<file path="src/rtl/iob_native_stream_reader.sv">
// -----------------------------------------------------------------------------
// iob_native_stream_reader
//
// IOb-native read initiator that fetches a block of words from a slave and
// streams them out as an AXI-Stream master. The last word carries tlast.
// Only one IOb read is in flight at a time. The returned data passes through a
// single-entry output register on its way to the stream. That register is
// refilled in the same cycle it drains, so a zero-wait slave sustains one word
// every two cycles.
//
// Ports
//   clk_i, cke_i, arst_n_i : clock, clock enable (low freezes all state),
//                            asynchronous active-low reset
//   start_i                : start pulse, only honoured while idle
//   addr_i/nwords_i/incr_i : start byte address, word count, address-increment
//                            enable (0 = fixed address, e.g. a FIFO data CSR)
//   busy_o, done_o         : transfer in progress / one-cycle completion pulse
//   iob_*                  : IOb-native initiator (read-only, wdata/wstrb = 0)
//   axis_*                 : AXI-Stream master
// -----------------------------------------------------------------------------
module iob_native_stream_reader #(
    parameter int DATA_W = 32,
    parameter int ADDR_W = 10,
    parameter int LEN_W  = 16
) (
    input  logic                  clk_i,
    input  logic                  cke_i,
    input  logic                  arst_n_i,
    input  logic                  start_i,
    input  logic [ADDR_W-1:0]     addr_i,
    input  logic [LEN_W-1:0]      nwords_i,
    input  logic                  incr_i,
    output logic                  busy_o,
    output logic                  done_o,
    output logic                  iob_valid_o,
    output logic [ADDR_W-1:0]     iob_addr_o,
    output logic [DATA_W-1:0]     iob_wdata_o,
    output logic [DATA_W/8-1:0]   iob_wstrb_o,
    input  logic                  iob_ready_i,
    input  logic                  iob_rvalid_i,
    input  logic [DATA_W-1:0]     iob_rdata_i,
    output logic                  iob_rready_o,
    output logic [DATA_W-1:0]     axis_tdata_o,
    output logic                  axis_tvalid_o,
    input  logic                  axis_tready_i,
    output logic                  axis_tlast_o
);

    localparam int BYTES_PER_WORD = DATA_W / 8;

    typedef enum logic [1:0] {
        IDLE  = 2'd0,
        REQ   = 2'd1,
        RESP  = 2'd2,
        DRAIN = 2'd3
    } state_t;

    state_t              state_q,   state_d;
    logic [ADDR_W-1:0]   addr_q,    addr_d;
    logic [LEN_W-1:0]    nwords_q,  nwords_d;
    logic                incr_q,    incr_d;
    logic [LEN_W-1:0]    req_cnt_q, req_cnt_d;
    logic                busy_q,    busy_d;
    logic                done_q,    done_d;
    logic                valid_q,   valid_d;
    logic [DATA_W-1:0]   tdata_q,   tdata_d;
    logic                tvalid_q,  tvalid_d;
    logic                tlast_q,   tlast_d;

    // The output register can accept new data when it is empty or is being
    // emptied by a stream handshake in this same cycle.
    logic buf_free;
    logic rready_int;
    logic load;
    logic pop;

    assign buf_free   = !tvalid_q || axis_tready_i;
    assign rready_int = (state_q == RESP) && buf_free;
    assign load       = rready_int && iob_rvalid_i;
    assign pop        = tvalid_q && axis_tready_i;

    always_comb begin
        state_d   = state_q;
        addr_d    = addr_q;
        nwords_d  = nwords_q;
        incr_d    = incr_q;
        req_cnt_d = req_cnt_q;
        busy_d    = busy_q;
        done_d    = 1'b0;
        valid_d   = valid_q;
        tdata_d   = tdata_q;
        tvalid_d  = tvalid_q;
        tlast_d   = tlast_q;

        // Stream beat accepted; a reload below in the same cycle overrides.
        if (pop) begin
            tvalid_d = 1'b0;
        end

        case (state_q)
            IDLE: begin
                if (start_i) begin
                    addr_d    = addr_i;
                    nwords_d  = nwords_i;
                    incr_d    = incr_i;
                    req_cnt_d = '0;
                    busy_d    = 1'b1;
                    if (nwords_i == '0) begin
                        // Nothing to read: finish through DRAIN with an empty buffer.
                        state_d = DRAIN;
                    end else begin
                        state_d = REQ;
                        valid_d = 1'b1;
                    end
                end
            end

            REQ: begin
                if (iob_ready_i) begin
                    valid_d   = 1'b0;
                    state_d   = RESP;
                    req_cnt_d = req_cnt_q + 1'b1;
                    if (incr_q) begin
                        // Wraps naturally modulo 2^ADDR_W.
                        addr_d = addr_q + ADDR_W'(BYTES_PER_WORD);
                    end
                end
            end

            RESP: begin
                if (load) begin
                    tdata_d  = iob_rdata_i;
                    tvalid_d = 1'b1;
                    tlast_d  = (req_cnt_q == nwords_q);
                    if (req_cnt_q < nwords_q) begin
                        // Issue the next request while the stream drains this word.
                        state_d = REQ;
                        valid_d = 1'b1;
                    end else begin
                        state_d = DRAIN;
                    end
                end
            end

            DRAIN: begin
                // Done is raised in the cycle after the final beat is taken.
                if (buf_free) begin
                    done_d  = 1'b1;
                    busy_d  = 1'b0;
                    state_d = IDLE;
                end
            end

            default: begin
                state_d = IDLE;
            end
        endcase
    end

    always_ff @(posedge clk_i or negedge arst_n_i) begin
        if (!arst_n_i) begin
            state_q   <= IDLE;
            addr_q    <= '0;
            nwords_q  <= '0;
            incr_q    <= 1'b0;
            req_cnt_q <= '0;
            busy_q    <= 1'b0;
            done_q    <= 1'b0;
            valid_q   <= 1'b0;
            tdata_q   <= '0;
            tvalid_q  <= 1'b0;
            tlast_q   <= 1'b0;
        end else if (cke_i) begin
            state_q   <= state_d;
            addr_q    <= addr_d;
            nwords_q  <= nwords_d;
            incr_q    <= incr_d;
            req_cnt_q <= req_cnt_d;
            busy_q    <= busy_d;
            done_q    <= done_d;
            valid_q   <= valid_d;
            tdata_q   <= tdata_d;
            tvalid_q  <= tvalid_d;
            tlast_q   <= tlast_d;
        end
    end

    assign busy_o        = busy_q;
    assign done_o        = done_q;
    assign iob_valid_o   = valid_q;
    assign iob_addr_o    = addr_q;
    assign iob_wdata_o   = '0;
    assign iob_wstrb_o   = '0;
    // While frozen the read data could not be captured, so refuse it.
    assign iob_rready_o  = cke_i && rready_int;
    assign axis_tdata_o  = tdata_q;
    assign axis_tvalid_o = tvalid_q;
    assign axis_tlast_o  = tlast_q;

endmodule
</file>
<file path="config.mk">
export PLATFORM = sky130hd
export DESIGN_NAME = iob_native_stream_reader
export DESIGN_NICKNAME = d
export VERILOG_FILES = /design/src/rtl/iob_native_stream_reader.sv
export SDC_FILE = /design/constraint.sdc
export NUM_CORES = 1
export LEC_CHECK = 0
export CORE_ASPECT_RATIO = 1.4
export CORE_UTILIZATION = 30
export DETAILED_ROUTE_END_ITERATION = 8
export PLACE_DENSITY_LB_ADDON = 0.25
export SYNTH_ARGS = -nofsm -noshare
export SYNTH_HDL_FRONTEND = slang
export SYNTH_SLANG_ARGS = --single-unit
</file>
<file path="constraint.sdc">
create_clock -name clk_i -period 2.1 [get_ports clk_i]
set_input_delay 0.21 -clock clk_i [delete_from_list [all_inputs] [get_ports clk_i]]
set_output_delay 0.21 -clock clk_i [all_outputs]
set_load 0.05 [all_outputs]
</file>
==> out/metrics.yaml, run 1 <==
status: "finished, final reports clean"
finalHoldViolations: 0
fill_cells: 1301
wl_met3_microns: 411
rsz0062_at_grt: "yes"
critPathLaunchType: "flip-flop"
io_pins: 150
max_freq_mhz: 480.1
grt_pass1_vias: 3453
grt.total_usage_pct: 14.81
dp_hpwl_mm: 7.880
top_layer_used: "met4"
avgSynthCellArea_sq_um: 10.48
synthDistinctLibCells: 49
rows: 50
syn_area_sq_mm: 0.004223
synth_top_area_share_pct: 48.59
yosysWarnings: 0
gr-total-overflow: 0
drv_slew: 0
grt_pass1_wl_mm: 16.48
via_count: 3377
clk_latency_ps: 340
cts.sinks: 82
yosysMostFrequentCell: "dfrtp_1"
die_area_sq_mm: 0.01456
worstPathRequired_ps: 2320
die_w_microns: 102.3
ys_top_cells_by_area: "dfrtp_1 49%, mux2_2 9.3%, buf_4 6.4%, ha_1 5.3%, o21ai_0 3.7%"
die_h_microns: 142.4
arrival_ps: 2300
drive_gt1_share_pct: 18.38
whs_ps: 373.7
cellPowerDensity_mw_per_mm2: 1407
p_leak_nw: 2.701
dp_slack_ps: -119.5
finalSetupViolCount: 0
seq_area_sq_mm: 0.002052
drv_cap: 0
worst_slack_ps: 17.27
slew_headroom_pct: 57.46
crit_fanout: 3
async_flop_share_pct: 100.0
critPathKind: "reg -> reg"
antenna_left: 0
antenna_found_initial: 0
fin_skew_ps: 7.852
end_kind: "flip-flop"
firstDrtPassIters: 4
synth_edf_count: 0
port_buffers: 113
ys_seq_area_share_pct: 48.59
cts_made_buffers: 9
tightest_slew_ps: 633.9
h-tree-depth: 3
clk_path_buf_depth: 2
nets: 634
wl_met1_mm: 4.155
path_clk_slew_ps: 60
initial_core_util_pct: 31.11
synth.largest_area_cell: "dfrtp_1"
post-route-period-util_pct: 99.18
period_minus_slack_ps: 2083
synth_common_cells: "82 x dfrtp_1, 36 x buf_4, 35 x mux2_2"
peakVddDrop_mv: 0.7738
cts_tree: "built"
synth_seq_cells: 82
vias_per_cell: 4.582
wl_met2_mm: 5.487
remaining_drc_errors: 0
wl_per_cell_microns: 13.90
diodes: 0
syn_inst: 403
area_growth_pct: 44.80
root_buffer: "clkbuf_16"
coreArea_sq_mm: 0.01358
wl_mm: 10.25
grt_max_degree: 49
drt_iter0_drc: 141
hold_path_class: "in -> async"
ys.flop_type: "dfrtp_1"
multi_input_area_sq_mm: 0.001959
place_congestion: 0.7637
[sequential cells by signal, indices dropped and copies added, names as in the netlist]
| name | cells |
|---|---|
| req_cnt_q | 16 |
| axis_tlast_o | 1 |
| iob_addr_o | 10 |
| iob_valid_o | 1 |
| incr_q | 1 |
| axis_tdata_o | 32 |
| state_q | 2 |
| busy_o | 1 |
| nwords_q | 16 |
| done_o | 1 |
| axis_tvalid_o | 1 |
[through the flow]
stage / util [%] / setup TNS (ps) / std cells / cell area (sq um) / power (mW)
3_3_place_gp: 42.15 / -78.23 / 720 / 5722 / 6.800
4_1_cts: 44.76 / 0 / 737 / 6076 / 8.680
5_1_grt: 45.04 / -65.88 / 737 / 6115 / 9.087
6_report: 45.04 / 0 / 737 / 6115 / 8.604
2_1_floorplan: - / 0 / 438 / 4354 / 5.375
3_5_place_dp: 42.15 / -137.5 / 720 / 5722 / 6.879
[placed cells by master (no fill, tap or decap), types with 3 or more instances in the layout]
cell type | Yosys | routed
a31oi_1 | 5 | 5
clkbuf_16 | 0 | 9
mux2i_1 | 3 | 3
nor4_1 | 5 | 3
a21oi_1 | 18 | 17
mux2_2 | 35 | 35
and2_1 | 3 | 3
buf_4 | 36 | 32
clkdlybuf4s50_1 | 0 | 111
or3_1 | 3 | 3
or4_1 | 5 | 4
nor2_1 | 15 | 15
o21a_1 | 4 | 4
conb_1 | 1 | 36
nor3_1 | 3 | 3
o31ai_1 | 4 | 4
xnor2_1 | 5 | 5
o21ai_0 | 31 | 31
inv_1 | 24 | 24
inv_6 | 0 | 3
nor4_2 | 1 | 3
nand4_1 | 6 | 6
buf_12 | 0 | 5
xor2_1 | 5 | 5
nand3_1 | 13 | 12
ha_1 | 18 | 16
dfrtp_1 | 82 | 82
nand2_1 | 34 | 34
and3_1 | 5 | 5
[timing repair]
item                                    in CTS  in global routing
cloned                                       0                  0
hold endpoints to repair                    34                  0
hold buffers                                 1                  0
setup buffers                                0                  0
pin swaps                                    3                  1
endpoints found under the setup margin       1                  2
resized for setup                            3                  5
[critical path, stage by stage (launching register included)]
cell and delay, ps:
dfrtp_1 410, ha_4 290, nand4_1 140, or4_4 540, a21oi_4 150, nor4_2 70
or3_1 380
[metal layers]
layer	GRT usage, %	vias up
met2	26.60	98
met5	0	-
met1	16.67	1625
met4	6.090	0
met3	3.143	15
li1	-	1639
[cell type report]
class | instances | share of cell area (%)
clock buffers | 9 | 3.683
clock inverters | 7 | 1.617
inverters | 24 | 1.473
multi-input cells | 284 | 32.04
flip-flops and latches | 82 | 33.56
well taps | 182 | 3.724
repair buffers | 149 | 23.90
[where the power goes]
group | internal (mW) | total (mW) | switching (mW)
clock network | 1.05 | 1.73 | 0.675
registers | 2.19 | 2.56 | 0.373
logic | 1.61 | 4.32 | 2.71
total | 4.85 | 8.60 | 3.75
[final timing paths]
check                                       from          endpoint  slack (ps)  depth (start not counted)
worst max register to register     req_cnt_q[11]       iob_valid_o          20                          6
max in group asynchronous               arst_n_i      nwords_q[14]        1120                          3
min in group clk_i                   nwords_i[3]       nwords_q[3]         450                          3
worst min-delay path                    arst_n_i  axis_tdata_o[27]         370                          2
worst min register to register  axis_tdata_o[19]  axis_tdata_o[19]         500                          1
worst max-delay path               req_cnt_q[11]       iob_valid_o          20                          6
[cells by family (layout without fill, tap and decap cells)]
group	after synthesis	after routing	share of synthesized area (%)
buf+inv	72	189	9.630
mux	38	38	10.04
compound gates	77	77	10.76
xor+xnor	10	10	2.074
other cells	1	36	0.08880
flops	82	82	48.59
fa+ha+maj	18	18	5.333
simple gates	105	105	13.48
(Power assumes the default switching activity.)
==> run 2, diff against run 1 <==
--- a/config.mk
+++ b/config.mk
@@ -5,6 +5,8 @@
 export SDC_FILE = /design/constraint.sdc
 export NUM_CORES = 1
 export LEC_CHECK = 0
+export ABC_AREA = 1
+export CAP_MARGIN = 20
 export CORE_ASPECT_RATIO = 1.4
 export CORE_UTILIZATION = 30
 export DETAILED_ROUTE_END_ITERATION = 8
==> run 2 against run 1 <==
Cell area shrank 3.3%. Combinational power is 1% higher. Total power decreased by 0.16%. Worst hold slack better by 14 ps. Non-clock buffer count decreased by 27. Routed wire length increased by 6.5%. Flip-flop and latch count unchanged. Register-to-register slack improved by 360 ps. Clock power is 10% lower. Global-route usage up 0.17 points. Critical path type is now reg -> out. Largest power group unchanged. Highest routed layer unchanged.
==> out/metrics.yaml, run 2 <==
end_kind: "output port"
area_growth_pct: 34.93
whs_ps: 387.8  # +14.06 ps
grt_pass1_vias: 3911  # +13%
ys_seq_area_share_pct: 46.84  # -1.7 points
grt_use_met2_pct: 25.57  # -1.0 points
rsz0062_at_grt: "no"
peakVddDrop_mv: 0.8650  # +12%
nets: 752  # +19%
rows: 51  # +2.0%
grt_pass1_wl_mm: 18.34  # +11%
p_leak_nw: 2.835  # +5.0%
yosys.area_share.simple_pct: 25.99  # +13 points
initial_core_util_pct: 31.06  # -0.044 points
grtUsageMet3_pct: 4.942  # +1.8 points
antenna_left: 0  # unchanged
path_buf_inv: 1  # +1
arrival_ps: 1610  # -690 ps
die_area_sq_mm: 0.01510  # +3.7%
max_freq_mhz: 550.7  # +15%
path_clk_slew_ps: 70  # about the same
clk_path_buf_depth: 2  # unchanged
h-tree-depth: 3  # unchanged
final_cell_mix: "189 x nand2_1, 111 x clkdlybuf4s50_1, 82 x dfrtp_1"
critPathLaunchType: "flip-flop"
finalNonFillerCells: 858  # +16%
synth_top_family_by_area: "simple AND/OR/NAND/NOR gates"
drive_gt1_share_pct: 6.389  # -12 points
grt.total_usage_pct: 14.97  # +0.17 points
crit_fanout: 5  # +2
synth_common_cells: "189 x nand2_1, 82 x dfrtp_1, 45 x inv_1"
finalSetupViolCount: 0  # unchanged
async_flop_share_pct: 100.0  # unchanged
gr-total-overflow: 0  # unchanged
vias_per_cell: 4.507  # -1.6%
clk_latency_ps: 340  # about the same
via_count: 3867  # +15%
drt_iter0_drc: 105  # -26%
die_h_microns: 145.0  # +1.8%
die_w_microns: 104.1  # +1.8%
met1_usage_pct: 17.12  # +0.45 points
drv_slew: 0  # unchanged
place_congestion: 0.8711  # +14%
setup_tns_ps: 0  # unchanged
cts_made_buffers: 9  # unchanged
worstPathCellList: "clkdlybuf4s50_1"
synth_seq_cells: 82  # unchanged
synthMuxAreaShare_pct: 0  # -10 points
period_minus_slack_ps: 1816  # -266.8 ps
root_buffer: "clkbuf_16"
placed_cells: 841  # +17%
status: "finished, final reports clean"
tightest_slew_ps: 542.2  # -91.70 ps
synth-xor-area-share_pct: 0.5998  # -1.5 points
critPathKind: "reg -> out"
cts_resized: 0  # -3
drv_cap: 0  # unchanged
post_cts.repair.setup_buffers: 0  # unchanged
busiest_layer: "met2"
wl_mm: 10.91  # +6.5%
avgSynthCellArea_sq_um: 7.964  # -24%
synthDistinctLibCells: 35  # -29%
port_buffers: 113  # unchanged
syn_inst: 550  # +36%
synth.largest_area_cell: "dfrtp_1"
ys.flop_type: "dfrtp_1"
io_pins: 150  # unchanged
cts.sinks: 82  # unchanged
critPathMaxStageDelay_ps: 840  # +300 ps
synth-compound-area-share_pct: 8.912  # -1.8 points
remaining_drc_errors: 0  # unchanged
synth_fa_ha_area_share_pct: 5.141  # -0.19 points
grt_max_degree: 37  # -24%
synth_top_area_share_pct: 46.84  # -1.7 points
post-route-period-util_pct: 86.47  # -13 points
slew_headroom_pct: 63.74  # +6.3 points
synth_edf_count: 0  # unchanged
antenna_found_initial: 0  # unchanged
cellPowerDensity_mw_per_mm2: 1453  # +3.3%
yosysWarnings: 0  # unchanged
firstDrtPassIters: 4  # unchanged
cts_hold_buf: 1  # unchanged
final_common_cell: "nand2_1"
diodes: 0  # unchanged
fin_skew_ps: 9.462  # +1.610 ps
fin_util_pct: 41.91  # -3.1 points
yosysMostFrequentCell: "nand2_1"
hold_path_class: "in -> async"
finalHoldViolations: 0  # unchanged
dp_slack_ps: 148.1  # +267.6 ps
slowest_stage: "clkdlybuf4s50_1"
worstPathRequired_ps: 1890  # -430 ps
syn_area_sq_mm: 0.004380  # +3.7%
cts_tree: "built"
largest_reg_flops: 32  # unchanged
dp_hpwl_mm: 8.393  # +6.5%
wl_per_cell_microns: 12.72  # -8.5%
ys_top_cells_by_area: "dfrtp_1 47%, nand2_1 16%, buf_4 6.9%, ha_1 5.1%, o21ai_0 4.3%"
path_delay_family: "buffers and inverters"
worst_slack_ps: 284.1  # +266.8 ps
coreArea_sq_mm: 0.01410  # +3.9%
run 2: changes by cell type in the layout (fill, tap and decap cells not counted), sizes merged, moves of 5 or more:
| cell | previous run | this run |
|---|---|---|
| nand2 | 34 | 192 |
| and3 | 5 | 0 |
| or4 | 5 | 0 |
| o21ai | 32 | 48 |
| nand4 | 6 | 12 |
| nor2 | 15 | 34 |
| nor3 | 5 | 14 |
| buf | 37 | 10 |
| mux2 | 35 | 0 |
| inv | 27 | 57 |
run 2: metal layers:
metal  share of wire [%]  up-vias  wire [microns]
met5                   0        -               0
met3                 7.2       19             789
met1                  41     1778            4510
met4                 2.2        0             242
met2                  49      138            5370
li1                    -     1932               -
run 2: layout make-up:
type | instances | area [sq um]
Clock inverter | 7 | 65.06
Tap cell | 185 | 231.5
Clock buffer | 9 | 225.2
Timing Repair Buffer | 122 | 1221
Inverter | 52 | 197.7
Fill cell | 1432 | 8192
Sequential cell | 82 | 2052
Multi-Input combinational cell | 401 | 1918
run 2: cell families after synthesis:
logic type / count (synthesis)
AND/OR/NAND/NOR: 273
buffers and inverters: 102
flip-flops: 82
AO/OA/AOI/OAI: 71
adder cells (fa/ha/maj): 18
XOR/XNOR: 3
other: 1
run 2: worst register-to-register path: stages, from the launching register on:
cell,delay (ps)
dfrtp_1,420
nor2_1,330
nand2_1,130
nor3_1,220
nand4_1,270
nand4_1,190
nand2_1,60
run 2: report_power, final:
part / switching, mW / internal [mW]
Sequential: 0.435 / 2.22
Combinational: 2.95 / 1.43
Clock: 0.711 / 0.835
Total: 4.10 / 4.49
run 2: stage by stage:
step	total power, mW	area [sq um]
5_1_grt	9.186	5911
3_5_place_dp	7.094	5610
4_1_cts	8.693	5911
2_1_floorplan	5.658	4512
3_3_place_gp	7.017	5610
6_report	8.590	5911
run 2: path summary, 6_finish.rpt:
kind,start,end,slack [ps],cells past startpoint
worst max-delay path,iob_addr_o[2],iob_addr_o[2],280,1
worst min-delay path,arst_n_i,nwords_q[6],390,2
worst max register to register,state_q[0],iob_valid_o,380,6
worst min register to register,iob_valid_o,iob_valid_o,470,2
max in group asynchronous,arst_n_i,iob_addr_o[1],1110,3
min in group clk_i,iob_rdata_i[10],axis_tdata_o[10],400,3
==> run 3, diff against run 2 <==
--- a/config.mk
+++ b/config.mk
@@ -9,6 +9,7 @@
 export CAP_MARGIN = 20
 export CORE_ASPECT_RATIO = 1.4
 export CORE_UTILIZATION = 30
+export CTS_CLUSTER_SIZE = 20
 export DETAILED_ROUTE_END_ITERATION = 8
 export PLACE_DENSITY_LB_ADDON = 0.25
 export SYNTH_ARGS = -nofsm -noshare
==> results of run 3 <==
Final layout, timing and power as in run 2 (identical DEF).
